## src/rtl/xcom_pkg.sv

```systemverilog
// Shared XCOM link definitions: receiver FSM states, header geometry,
// broadcast id, opcode encodings and the payload-length decode.
package xcom_pkg;

    typedef enum logic [1:0] {
        IDLE = 2'd0,
        HDR  = 2'd1,
        DATA = 2'd2,
        DONE = 2'd3
    } rx_state_t;

    localparam int         XCOM_HDR_W    = 8;
    localparam logic [3:0] XCOM_BCAST_ID = 4'd0;

    // Opcodes shared with the transmitter; op[2:1] selects the payload length.
    localparam logic [3:0] XCOM_OP_PING  = 4'h1;
    localparam logic [3:0] XCOM_OP_WR8   = 4'h2;
    localparam logic [3:0] XCOM_OP_WR16  = 4'h4;
    localparam logic [3:0] XCOM_OP_WR32  = 4'h6;

    // Payload length in bits for a given opcode.
    function automatic logic [5:0] xcom_len(input logic [3:0] op);
        logic [5:0] len;
        case (op[2:1])
            2'b00:   len = 6'd0;
            2'b01:   len = 6'd8;
            2'b10:   len = 6'd16;
            default: len = 6'd32;
        endcase
        return len;
    endfunction

endpackage

```

## src/rtl/xcom_link_rx_sync.sv

```systemverilog
// Synchronizer for the asynchronous XCOM ck/dt pins plus a toggle detector:
// every change of the synchronized ck (rise or fall) marks one bit.
module xcom_link_rx_sync #(
    parameter int SYNC_FF = 2
) (
    input  logic i_clk,
    input  logic i_rst,
    input  logic i_ck,
    input  logic i_dt,
    output logic o_edge,
    output logic o_dt
);

    logic [SYNC_FF-1:0] r_ck_sync;
    logic [SYNC_FF-1:0] r_dt_sync;
    logic               r_ck_d1;

    // Shift both pins through equal-depth chains so dt stays aligned to ck.
    always_ff @(posedge i_clk) begin
        if (i_rst) begin
            r_ck_sync <= '0;
            r_dt_sync <= '0;
            r_ck_d1   <= 1'b0;
        end else begin
            r_ck_sync <= {r_ck_sync[SYNC_FF-2:0], i_ck};
            r_dt_sync <= {r_dt_sync[SYNC_FF-2:0], i_dt};
            r_ck_d1   <= r_ck_sync[SYNC_FF-1];
        end
    end

    assign o_edge = r_ck_sync[SYNC_FF-1] ^ r_ck_d1;
    assign o_dt   = r_dt_sync[SYNC_FF-1];

endmodule

```

## src/rtl/xcom_link_rx.sv

```systemverilog
// XCOM link receiver: recovers header + 0/8/16/32-bit payload frames from
// the remote ck/dt pair, filters by local id (or broadcast id 0) and emits a
// one-cycle accept strobe, or an error strobe when ck stalls mid-frame.
// Optional build macro XCOM_LINK_RX_STATS_EN adds saturating 16-bit counters
// of accepted frames and timeouts.
module xcom_link_rx
    import xcom_pkg::*;
#(
    parameter int TOUT_CYC = 64,
    parameter int SYNC_FF  = 2
) (
    input  logic        x_clk,
    input  logic        x_rst,
    input  logic        xcom_ck_i,
    input  logic        xcom_dt_i,
    input  logic [3:0]  my_id_i,
    output logic        rx_vld_o,
    output logic [3:0]  rx_op_o,
    output logic [3:0]  rx_id_o,
    output logic [31:0] rx_dt_o,
    output logic        rx_err_o,
`ifdef XCOM_LINK_RX_STATS_EN
    output logic [15:0] rx_frm_cnt_o,
    output logic [15:0] rx_err_cnt_o,
`endif
    output logic        rx_busy_o
);

    localparam logic [9:0] TOUT_LIM = 10'(TOUT_CYC);

    logic       w_edge;
    logic       w_dt;
    logic [7:0] w_hdr_next;
    logic [5:0] w_frame_bits;
    logic       w_id_hit;

    rx_state_t   r_state;
    logic [7:0]  r_hdr;
    logic [31:0] r_data;
    logic [5:0]  r_bitcnt;
    logic [9:0]  r_tout;

    xcom_link_rx_sync #(
        .SYNC_FF (SYNC_FF)
    ) u_sync (
        .i_clk  (x_clk),
        .i_rst  (x_rst),
        .i_ck   (xcom_ck_i),
        .i_dt   (xcom_dt_i),
        .o_edge (w_edge),
        .o_dt   (w_dt)
    );

    assign w_hdr_next   = {r_hdr[6:0], w_dt};
    assign w_frame_bits = 6'(XCOM_HDR_W) + xcom_len(r_hdr[7:4]);
    assign w_id_hit     = (r_hdr[3:0] == my_id_i) || (r_hdr[3:0] == XCOM_BCAST_ID);

    // Frame FSM with registered outputs; strobes default low every cycle.
    always_ff @(posedge x_clk) begin
        if (x_rst) begin
            r_state   <= IDLE;
            r_hdr     <= '0;
            r_data    <= '0;
            r_bitcnt  <= '0;
            r_tout    <= '0;
            rx_vld_o  <= 1'b0;
            rx_op_o   <= '0;
            rx_id_o   <= '0;
            rx_dt_o   <= '0;
            rx_err_o  <= 1'b0;
            rx_busy_o <= 1'b0;
`ifdef XCOM_LINK_RX_STATS_EN
            rx_frm_cnt_o <= '0;
            rx_err_cnt_o <= '0;
`endif
        end else begin
            rx_vld_o <= 1'b0;
            rx_err_o <= 1'b0;
            case (r_state)
                IDLE: begin
                    if (w_edge) begin
                        r_state   <= HDR;
                        r_hdr     <= {7'd0, w_dt};
                        r_bitcnt  <= 6'd1;
                        r_tout    <= '0;
                        rx_busy_o <= 1'b1;
                    end
                end
                HDR: begin
                    if (w_edge) begin
                        r_hdr    <= w_hdr_next;
                        r_bitcnt <= r_bitcnt + 6'd1;
                        r_tout   <= '0;
                        if (r_bitcnt == 6'(XCOM_HDR_W - 1)) begin
                            r_data  <= '0;
                            r_state <= (xcom_len(w_hdr_next[7:4]) == 6'd0) ? DONE : DATA;
                        end
                    end else if (r_tout + 10'd1 >= TOUT_LIM) begin
                        r_state   <= IDLE;
                        rx_err_o  <= 1'b1;
                        rx_busy_o <= 1'b0;
`ifdef XCOM_LINK_RX_STATS_EN
                        if (rx_err_cnt_o != 16'hFFFF) rx_err_cnt_o <= rx_err_cnt_o + 16'd1;
`endif
                    end else begin
                        r_tout <= r_tout + 10'd1;
                    end
                end
                DATA: begin
                    if (w_edge) begin
                        r_data   <= {r_data[30:0], w_dt};
                        r_bitcnt <= r_bitcnt + 6'd1;
                        r_tout   <= '0;
                        if (r_bitcnt == w_frame_bits - 6'd1) r_state <= DONE;
                    end else if (r_tout + 10'd1 >= TOUT_LIM) begin
                        r_state   <= IDLE;
                        rx_err_o  <= 1'b1;
                        rx_busy_o <= 1'b0;
`ifdef XCOM_LINK_RX_STATS_EN
                        if (rx_err_cnt_o != 16'hFFFF) rx_err_cnt_o <= rx_err_cnt_o + 16'd1;
`endif
                    end else begin
                        r_tout <= r_tout + 10'd1;
                    end
                end
                default: begin
                    // DONE: publish matching frames, silently drop the rest.
                    if (w_id_hit) begin
                        rx_vld_o <= 1'b1;
                        rx_op_o  <= r_hdr[7:4];
                        rx_id_o  <= r_hdr[3:0];
                        rx_dt_o  <= r_data;
`ifdef XCOM_LINK_RX_STATS_EN
                        if (rx_frm_cnt_o != 16'hFFFF) rx_frm_cnt_o <= rx_frm_cnt_o + 16'd1;
`endif
                    end
                    // An edge here is already the first header bit of the next frame.
                    if (w_edge) begin
                        r_state   <= HDR;
                        r_hdr     <= {7'd0, w_dt};
                        r_bitcnt  <= 6'd1;
                        r_tout    <= '0;
                        rx_busy_o <= 1'b1;
                    end else begin
                        r_state   <= IDLE;
                        r_bitcnt  <= '0;
                        rx_busy_o <= 1'b0;
                    end
                end
            endcase
        end
    end

endmodule

```

## config.mk

```make
export PLATFORM = sky130hd
export DESIGN_NAME = xcom_link_rx
export DESIGN_NICKNAME = d
export VERILOG_FILES = /design/src/rtl/xcom_pkg.sv /design/src/rtl/xcom_link_rx_sync.sv /design/src/rtl/xcom_link_rx.sv
export SDC_FILE = /design/constraint.sdc
export NUM_CORES = 1
export LEC_CHECK = 0
export ABC_AREA = 1
export CAP_MARGIN = 10
export CORE_ASPECT_RATIO = 1.75
export CORE_MARGIN = 10
export CORE_UTILIZATION = 59
export DETAILED_ROUTE_END_ITERATION = 6
export GPL_TIMING_DRIVEN = 0
export PLACE_DENSITY = 0.93
export SLEW_MARGIN = 40
export SYNTH_ARGS = -nofsm -noshare
export SYNTH_HDL_FRONTEND = slang
export SYNTH_HIERARCHICAL = 1
export SYNTH_SLANG_ARGS = --single-unit
export TNS_END_PERCENT = 100
```

## constraint.sdc

```tcl
create_clock -name x_clk -period 3 [get_ports x_clk]
set_clock_uncertainty 0.1 [all_clocks]
set_input_delay 0.3 -clock x_clk [delete_from_list [all_inputs] [get_ports x_clk]]
set_output_delay 0.3 -clock x_clk [all_outputs]
set_load 0.02 [all_outputs]
```

==> results.tsv, run 1 <==
stage	metric	value	unit
outcome	run status	completed	
timing	Final Setup Violations	0	
critical_path	kind of end point of the critical path	register	
timing	unrepaired setup endpoints after global routing	false	
synth	Synthesized Nets	586	
timing	transition time at the pin with the least slew margin	555	ps
critical_path	worst path required time	3120	ps
synth	Post-synth top flop	sky130_fd_sc_hd__dfxtp_1	
placement	placer congestion estimate	0.893	
timing	count of final hold-check violations	0	
detailed_routing	Routed Wire Length	10600	um
power	pwr/cell area	596	nW/um2
critical_path	first element of the critical path	r_state[1]	
cts	CTS tree	yes	
detailed_routing	via count normalized by instance count	5.44	
detailed_routing	count of nets left with antenna violations after detail routing	0	
floorplanning	area of the core	7180	um2
power	power share of the combinational group	0.152	
synth	dominant cell by count in the synthesized netlist	sky130_fd_sc_hd__dfxtp_1	
layout	fraction of final layout cells sized beyond drive strength 1	0.0597	
floorplanning	starting density of the core	0.601	
critical_path	startpoint kind of the worst setup timing path	register	
power	leakage power total	2.06	nW
critical_path	critical path fanouts, max	10	
cts	clock buffers created by TritonCTS	9	
cts	post-CTS setup repair buffer count	0	
synth	flop and latch count out of synthesis	106	
global_route	global routing usage summed across all routing layers	0.188	
floorplanning	I/O Pins	51	
timing	worst slew margin relative to its limit	0.630	
placement	HPWL after detailed placement	7700	um
power	switching power as a share of total power	0.271	
synth	share of flip-flops with an asynchronous set or reset after synthesis	0	
cts	CTS clock-pin slew for the worst setup and hold paths	70	ps
synth	Unique masters post-synth	27	
critical_path	crit path kind	reg2reg	
timing	fraction of the cycle the final worst path needs	0.737	
synth	number of instances in the synthesized netlist	571	
power	Clock power frac	0.364	
floorplanning	Die Y	133	um
timing	peak clock frequency supported by timing	0.452	GHz
flow_run	count of max-cap constraint violations	0	
power	relative contribution of sequential cells to total power	0.484	
critical_path	slowest stage cell, crit path	sky130_fd_sc_hd__buf_1	
timing	final worst path period need	2210	ps
global_route	wire length of the first global-routing pass	17800	um
global_route	antenna violations before repair	0	
placement	number of input and output port buffers inserted	50	
critical_path	slowest cell delay on critical path	380	ps
synth	top-area cell type share of the netlist area	0.491	
critical_path	Data arrival, critical path	2340	ps
floorplanning	area of the die	11300	um2
global_route	number of global-route vias before repair	3966	
detailed_routing	drt first-iter violations	249	
critical_path	beginning of the worst register-to-register path	r_state[1]	
cts	cts repair resizes	0	
power	largest voltage drop on the vdd net	0.471	mV
cts	Max Root-Sink Buffers	2	
timing	total negative setup slack	0	ps
global_route	pin count of the biggest net entering global routing	17	
synth	synth warn	6	
cts	CTS Sinks	106	
timing	number of pins exceeding their max-slew limit in the final report	0	
floorplanning	width of the die	84.7	um
cts	CTS Hold Bufs	0	
detailed_routing	DR DRC count	0	
cts	maximum level of the CTS H-tree	3	
synth	leading cell types by count after synthesis	sky130_fd_sc_hd__dfxtp_1 (106), sky130_fd_sc_hd__inv_1 (102), sky130_fd_sc_hd__nor2_1 (68), sky130_fd_sc_hd__nand2_1 (62), sky130_fd_sc_hd__a21oi_1 (60)	
min_path	path category of the worst min-delay check	reg2reg	
power	Switch Pwr	0.843	mW
power	Tot Pwr	3.11	mW
cts	clock network latency to the later pin of the worst-skew pair	350	ps
detailed_routing	number of search-and-repair iterations in the first detailed-routing pass	5	
cts	master cell of the clock root buffer	sky130_fd_sc_hd__clkbuf_16	
detailed_routing	drt wl/cell	14.6	um
synth	largest cells by area after synthesis	sky130_fd_sc_hd__dfxtp_1 (49%), sky130_fd_sc_hd__inv_1 (8.9%), sky130_fd_sc_hd__a21oi_1 (7.0%)	
global_route	GRT overflow	0	
critical_path	ordered list of cells on the worst path	inv_1, ha_1, clkbuf_1, nand2_1, nand2_1, inv_1, nand2_1, buf_1, o22ai_1, inv_1, nor2_1	
synth	Mapped Area	4320	um2
synth	average instance area after synthesis	7.56	um2
layout	antenna fix cells	0	
floorplanning	placement row count	41	
layout	count of nets after finishing	647	
synth	Post-synth EDFFs	0	
power	cell internal power dissipation	2.27	mW
min_path	hold path start	u_sync/r_dt_sync[0]	
synth	post-synthesis sequential area ratio	0.491	
synth	dominant cell type by area after synthesis	sky130_fd_sc_hd__dfxtp_1	
detailed_routing	via count of the routed design	3931	
layout	area grow syn2layout	20.9	%
[metrics by stage]
stage	hold slack (ps)	std cells	setup WS (ps)	instance area [um2]	utilization
CTS	310	723	857	5220	0.727
detailed placement	299	707	793	4930	0.686
global route	334	723	630	5220	0.727
floorplan	271	571	1260	4320	-
global placement	295	707	854	4930	0.686
finish	307	723	788	5220	0.727
[worst max-delay path, delay by kind of cell, from the launching register on]
family / cells / cell delay, ps
AND/OR/NAND/NOR: 4 / 400
AO/OA/AOI/OAI: 1 / 150
flip-flops: 1 / 330
adder cells (fa/ha/maj): 1 / 150
buffers and inverters: 5 / 940
[layout by cell type (no fill, tap or decap), drive strengths merged, types with 7 or more instances in the layout]
cell type / instances
dfxtp: 106
inv: 102
nor2: 73
nand2: 64
a21oi: 60
clkdlybuf4s50: 50
o21ai: 49
o22ai: 32
clkbuf: 26
nand3: 24
buf: 14
ha: 7
[metal layers]
metal / global-route usage / wire (um) / up-vias / part of all wire
met5: 0 / 0 / - / 0
met4: 0.0919 / 272 / 0 / 0.026
met3: 0.0641 / 712 / 24 / 0.067
met2: 0.339 / 5650 / 124 / 0.54
met1: 0.184 / 3920 / 1836 / 0.37
li1: - / - / 1947 / -
[sequential cells by signal, indices dropped and copies added (netlist names)]
signal / cells
r_data: 32
rx_dt_o: 32
r_tout: 10
r_hdr: 8
r_bitcnt: 6
rx_id_o: 4
rx_op_o: 4
r_state: 2
u_sync/r_ck_sync: 2
u_sync/r_dt_sync: 2
rx_busy_o: 1
rx_err_o: 1
rx_vld_o: 1
u_sync/r_ck_d1: 1
[final cells by class]
class / instances / area [um2]
flip-flops and latches: 106 / 2120
fillers: 538 / 1960
inverters: 102 / 383
multi-input cells: 336 / 1690
repair buffers: 50 / 500
well taps: 86 / 108
clock buffers: 13 / 270
plain buffers: 27 / 126
clock inverters: 3 / 22.5
[power groups by stage]
stage                     clock [mW]  sequential [mW]  combinational, mW
after floorplan                    0             1.56              0.275
after global placement             0             1.53              0.451
after detailed placement           0             1.53              0.469
after CTS                       1.14             1.50              0.472
after global routing            1.19             1.51              0.528
final                           1.13             1.50              0.474
[cell families (layout without fill, tap and decap cells)]
| logic type | after synthesis | count (layout) | share of synthesized area |
|---|---|---|---|
| xor gates and xnor gates | 9 | 9 | 0.0182 |
| DFF | 106 | 106 | 0.491 |
| AOI/OAI and AO/OA | 144 | 144 | 0.178 |
| buffers and inverters | 129 | 195 | 0.118 |
| and+or+nand+nor | 176 | 176 | 0.174 |
| adders and majority gates | 7 | 7 | 0.0203 |
[worst paths after layout]
path | to | slack (ps) | depth (start not counted)
setup / recovery | r_data[21] | 790 | 11
hold / removal | u_sync/r_dt_sync[1] | 310 | 2
setup reg to reg | r_data[21] | 790 | 11
hold reg to reg | u_sync/r_dt_sync[1] | 310 | 2
No activity file was read; power rests on OpenSTA's default activity.
==> run 2: changes to the inputs <==
Settings changed: CORE_UTILIZATION 59 to 55, PLACE_DENSITY 0.93 to 0.88.
Clock period 3 ns to 2.3 ns, I/O delays scaled along.
==> run 2 against run 1 <==
First-iteration DRC count fell by 1.6%. Count of clock-buffer cells in the layout fell by 4. Critical path depth did not move. Hold slack improved by 1.1 ps. Sequential cell count did not move. Cell area barely moved. Combinational power rose by 33%. Die area rose by 5.9%. Sequential share of layout area barely moved. Critical path type unchanged.
==> results.tsv, run 2 (synthesized netlist as in run 1, its figures left out) <==
stage	metric	value	unit	change
timing	unrepaired setup endpoints after global routing	false		
critical_path	crit path kind	reg2reg		
critical_path	worst path required time	2420	ps	-700 ps
critical_path	Data arrival, critical path	2080	ps	-260 ps
floorplanning	Die Y	137	um	+3.0%
min_path	cell depth of the worst hold path	2		unchanged
floorplanning	placement row count	42		+2.4%
global_route	number of global-route vias before repair	4182		+5.4%
critical_path	startpoint kind of the worst setup timing path	register		
global_route	antenna violations before repair	0		unchanged
layout	Largest regs	r_data: 32 flops, rx_dt_o: 32 flops, r_tout: 10 flops		
power	Tot Pwr	4.07	mW	+31%
layout	total of fill cells in the finished design	595		+11%
floorplanning	starting density of the core	0.567		-0.0346
detailed_routing	drt first-iter violations	245		-1.6%
cts	CTS tree	yes		
timing	peak clock frequency supported by timing	0.510	GHz	+13%
detailed_routing	DR DRC count	0		unchanged
critical_path	ordered list of cells on the worst path	ha_1, nand2_1, nor2_1, nand2_1, nand2_1, nand2_1, nor2_2, nand3_2, buf_6, nand3_1, a21oi_1		
layout	commonest cells after routing, fill and taps aside	sky130_fd_sc_hd__dfxtp_1 (106), sky130_fd_sc_hd__inv_1 (102), sky130_fd_sc_hd__nor2_1 (67)		
timing	final worst path period need	1960	ps	-252 ps
layout	area grow syn2layout	20.7	%	about the same
layout	most common cell after layout, fill and taps aside	sky130_fd_sc_hd__dfxtp_1		
critical_path	most used cell along the critical path	sky130_fd_sc_hd__nand2_1		
cts	CTS clock-pin slew for the worst setup and hold paths	70	ps	about the same
placement	number of input and output port buffers inserted	50		unchanged
cts	clock network latency to the later pin of the worst-skew pair	350	ps	about the same
detailed_routing	Routed Wire Length	10700	um	+1.8%
floorplanning	width of the die	87.0	um	+2.7%
timing	number of pins exceeding their max-slew limit in the final report	0		unchanged
detailed_routing	count of nets left with antenna violations after detail routing	0		unchanged
critical_path	critical path fanouts, max	10		unchanged
placement	placer congestion estimate	0.949		+6.3%
timing	transition time at the pin with the least slew margin	544	ps	-11.1 ps
critical_path	slowest cell delay on critical path	400	ps	+20 ps
detailed_routing	via count normalized by instance count	5.52		+1.6%
layout	count of nets after finishing	646		-0.15%
global_route	global routing usage summed across all routing layers	0.190		+0.00215
global_route	GRT overflow	0		unchanged
floorplanning	I/O Pins	51		unchanged
floorplanning	area of the die	11900	um2	+5.9%
cts	CTS Hold Bufs	0		unchanged
detailed_routing	drt wl/cell	14.8	um	+1.6%
cts	clock buffers created by TritonCTS	9		unchanged
timing	worst slew margin relative to its limit	0.637		+0.00740
outcome	run status	completed		
critical_path	beginning of the worst register-to-register path	r_tout[0]		
placement	HPWL after detailed placement	7860	um	+2.0%
power	largest voltage drop on the vdd net	0.618	mV	+31%
cts	master cell of the clock root buffer	sky130_fd_sc_hd__clkbuf_16		
critical_path	first element of the critical path	r_tout[0]		
timing	Final Hold Slack	308	ps	+1.10 ps
min_path	path category of the worst min-delay check	reg2reg		
timing	count of final hold-check violations	0		unchanged
critical_path	kind of end point of the critical path	register		
global_route	wire length of the first global-routing pass	18600	um	+4.4%
flow_run	count of max-cap constraint violations	0		unchanged
layout	fraction of final layout cells sized beyond drive strength 1	0.0645		+0.00481
timing	Final Setup Violations	0		unchanged
timing	fraction of the cycle the final worst path needs	0.852		+0.115
floorplanning	area of the core	7620	um2	+6.1%
detailed_routing	number of search-and-repair iterations in the first detailed-routing pass	5		unchanged
min_path	hold path start	u_sync/r_dt_sync[0]		
critical_path	reg2reg path depth	11		unchanged
cts	maximum level of the CTS H-tree	3		unchanged
power	pwr/cell area	780	nW/um2	+31%
layout	Core Util, Final	0.684		-0.0424
global_route	pin count of the biggest net entering global routing	20		+3
critical_path	slowest stage cell, crit path	sky130_fd_sc_hd__dfxtp_1		
cts	CTS Sinks	106		unchanged
detailed_routing	via count of the routed design	3999		+1.7%
power	leakage power total	2.05	nW	-0.37%
timing	total negative setup slack	0	ps	unchanged
layout	antenna fix cells	0		unchanged
cts	Max Root-Sink Buffers	2		unchanged
==> run 2: path summary, 6_finish.rpt <==
path | end | slack, ps
max | r_tout[4] | 340
min | u_sync/r_dt_sync[1] | 310
max reg2reg | r_tout[4] | 340
min reg2reg | u_sync/r_dt_sync[1] | 310
==> run 2: final cells by class <==
type                            count  area [um2]  area share
Inverter                          102         383      0.0734
Buffer                             26         124      0.0238
Clock inverter                      7        60.1      0.0115
Clock buffer                        9         225      0.0432
Timing Repair Buffer               50         500      0.0960
Multi-Input combinational cell    336        1690       0.324
Sequential cell                   106        2120       0.407
Tap cell                           88         110      0.0211
==> run 2: timing repair <==
action	4_1_cts	5_1_grt
buffers inserted	0	0
gates resized for setup	0	2
endpoints found under the setup margin	0	30
==> run 2: through the flow <==
stage	instances	worst slack (ps)	cell area (um2)
5_1_grt	724	85.6	5220
2_1_floorplan	571	563	4320
4_1_cts	725	96.7	5220
3_5_place_dp	709	122	4930
6_report	724	340	5220
3_3_place_gp	709	217	4930
==> run 2: report_power, final <==
group          switching [mW]  internal [mW]
sequential             0.0549           1.91
combinational           0.408          0.223
clock                   0.723          0.752
==> run 2: worst max-delay path: cells and delay by family, from the launching register on <==
family          cells  cell delay (ps)
simple gates        8              870
flops               1              400
fa+ha+maj           1              190
buf+inv             1              180
compound gates      1               70
==> run 2: per-layer routing <==
layer | vias up | track usage | share of wire
met5 | - | 0 | 0
met4 | 0 | 0.0886 | 0.030
met3 | 34 | 0.0591 | 0.069
li1 | 1949 | - | -
met1 | 1876 | 0.184 | 0.36
met2 | 140 | 0.350 | 0.54
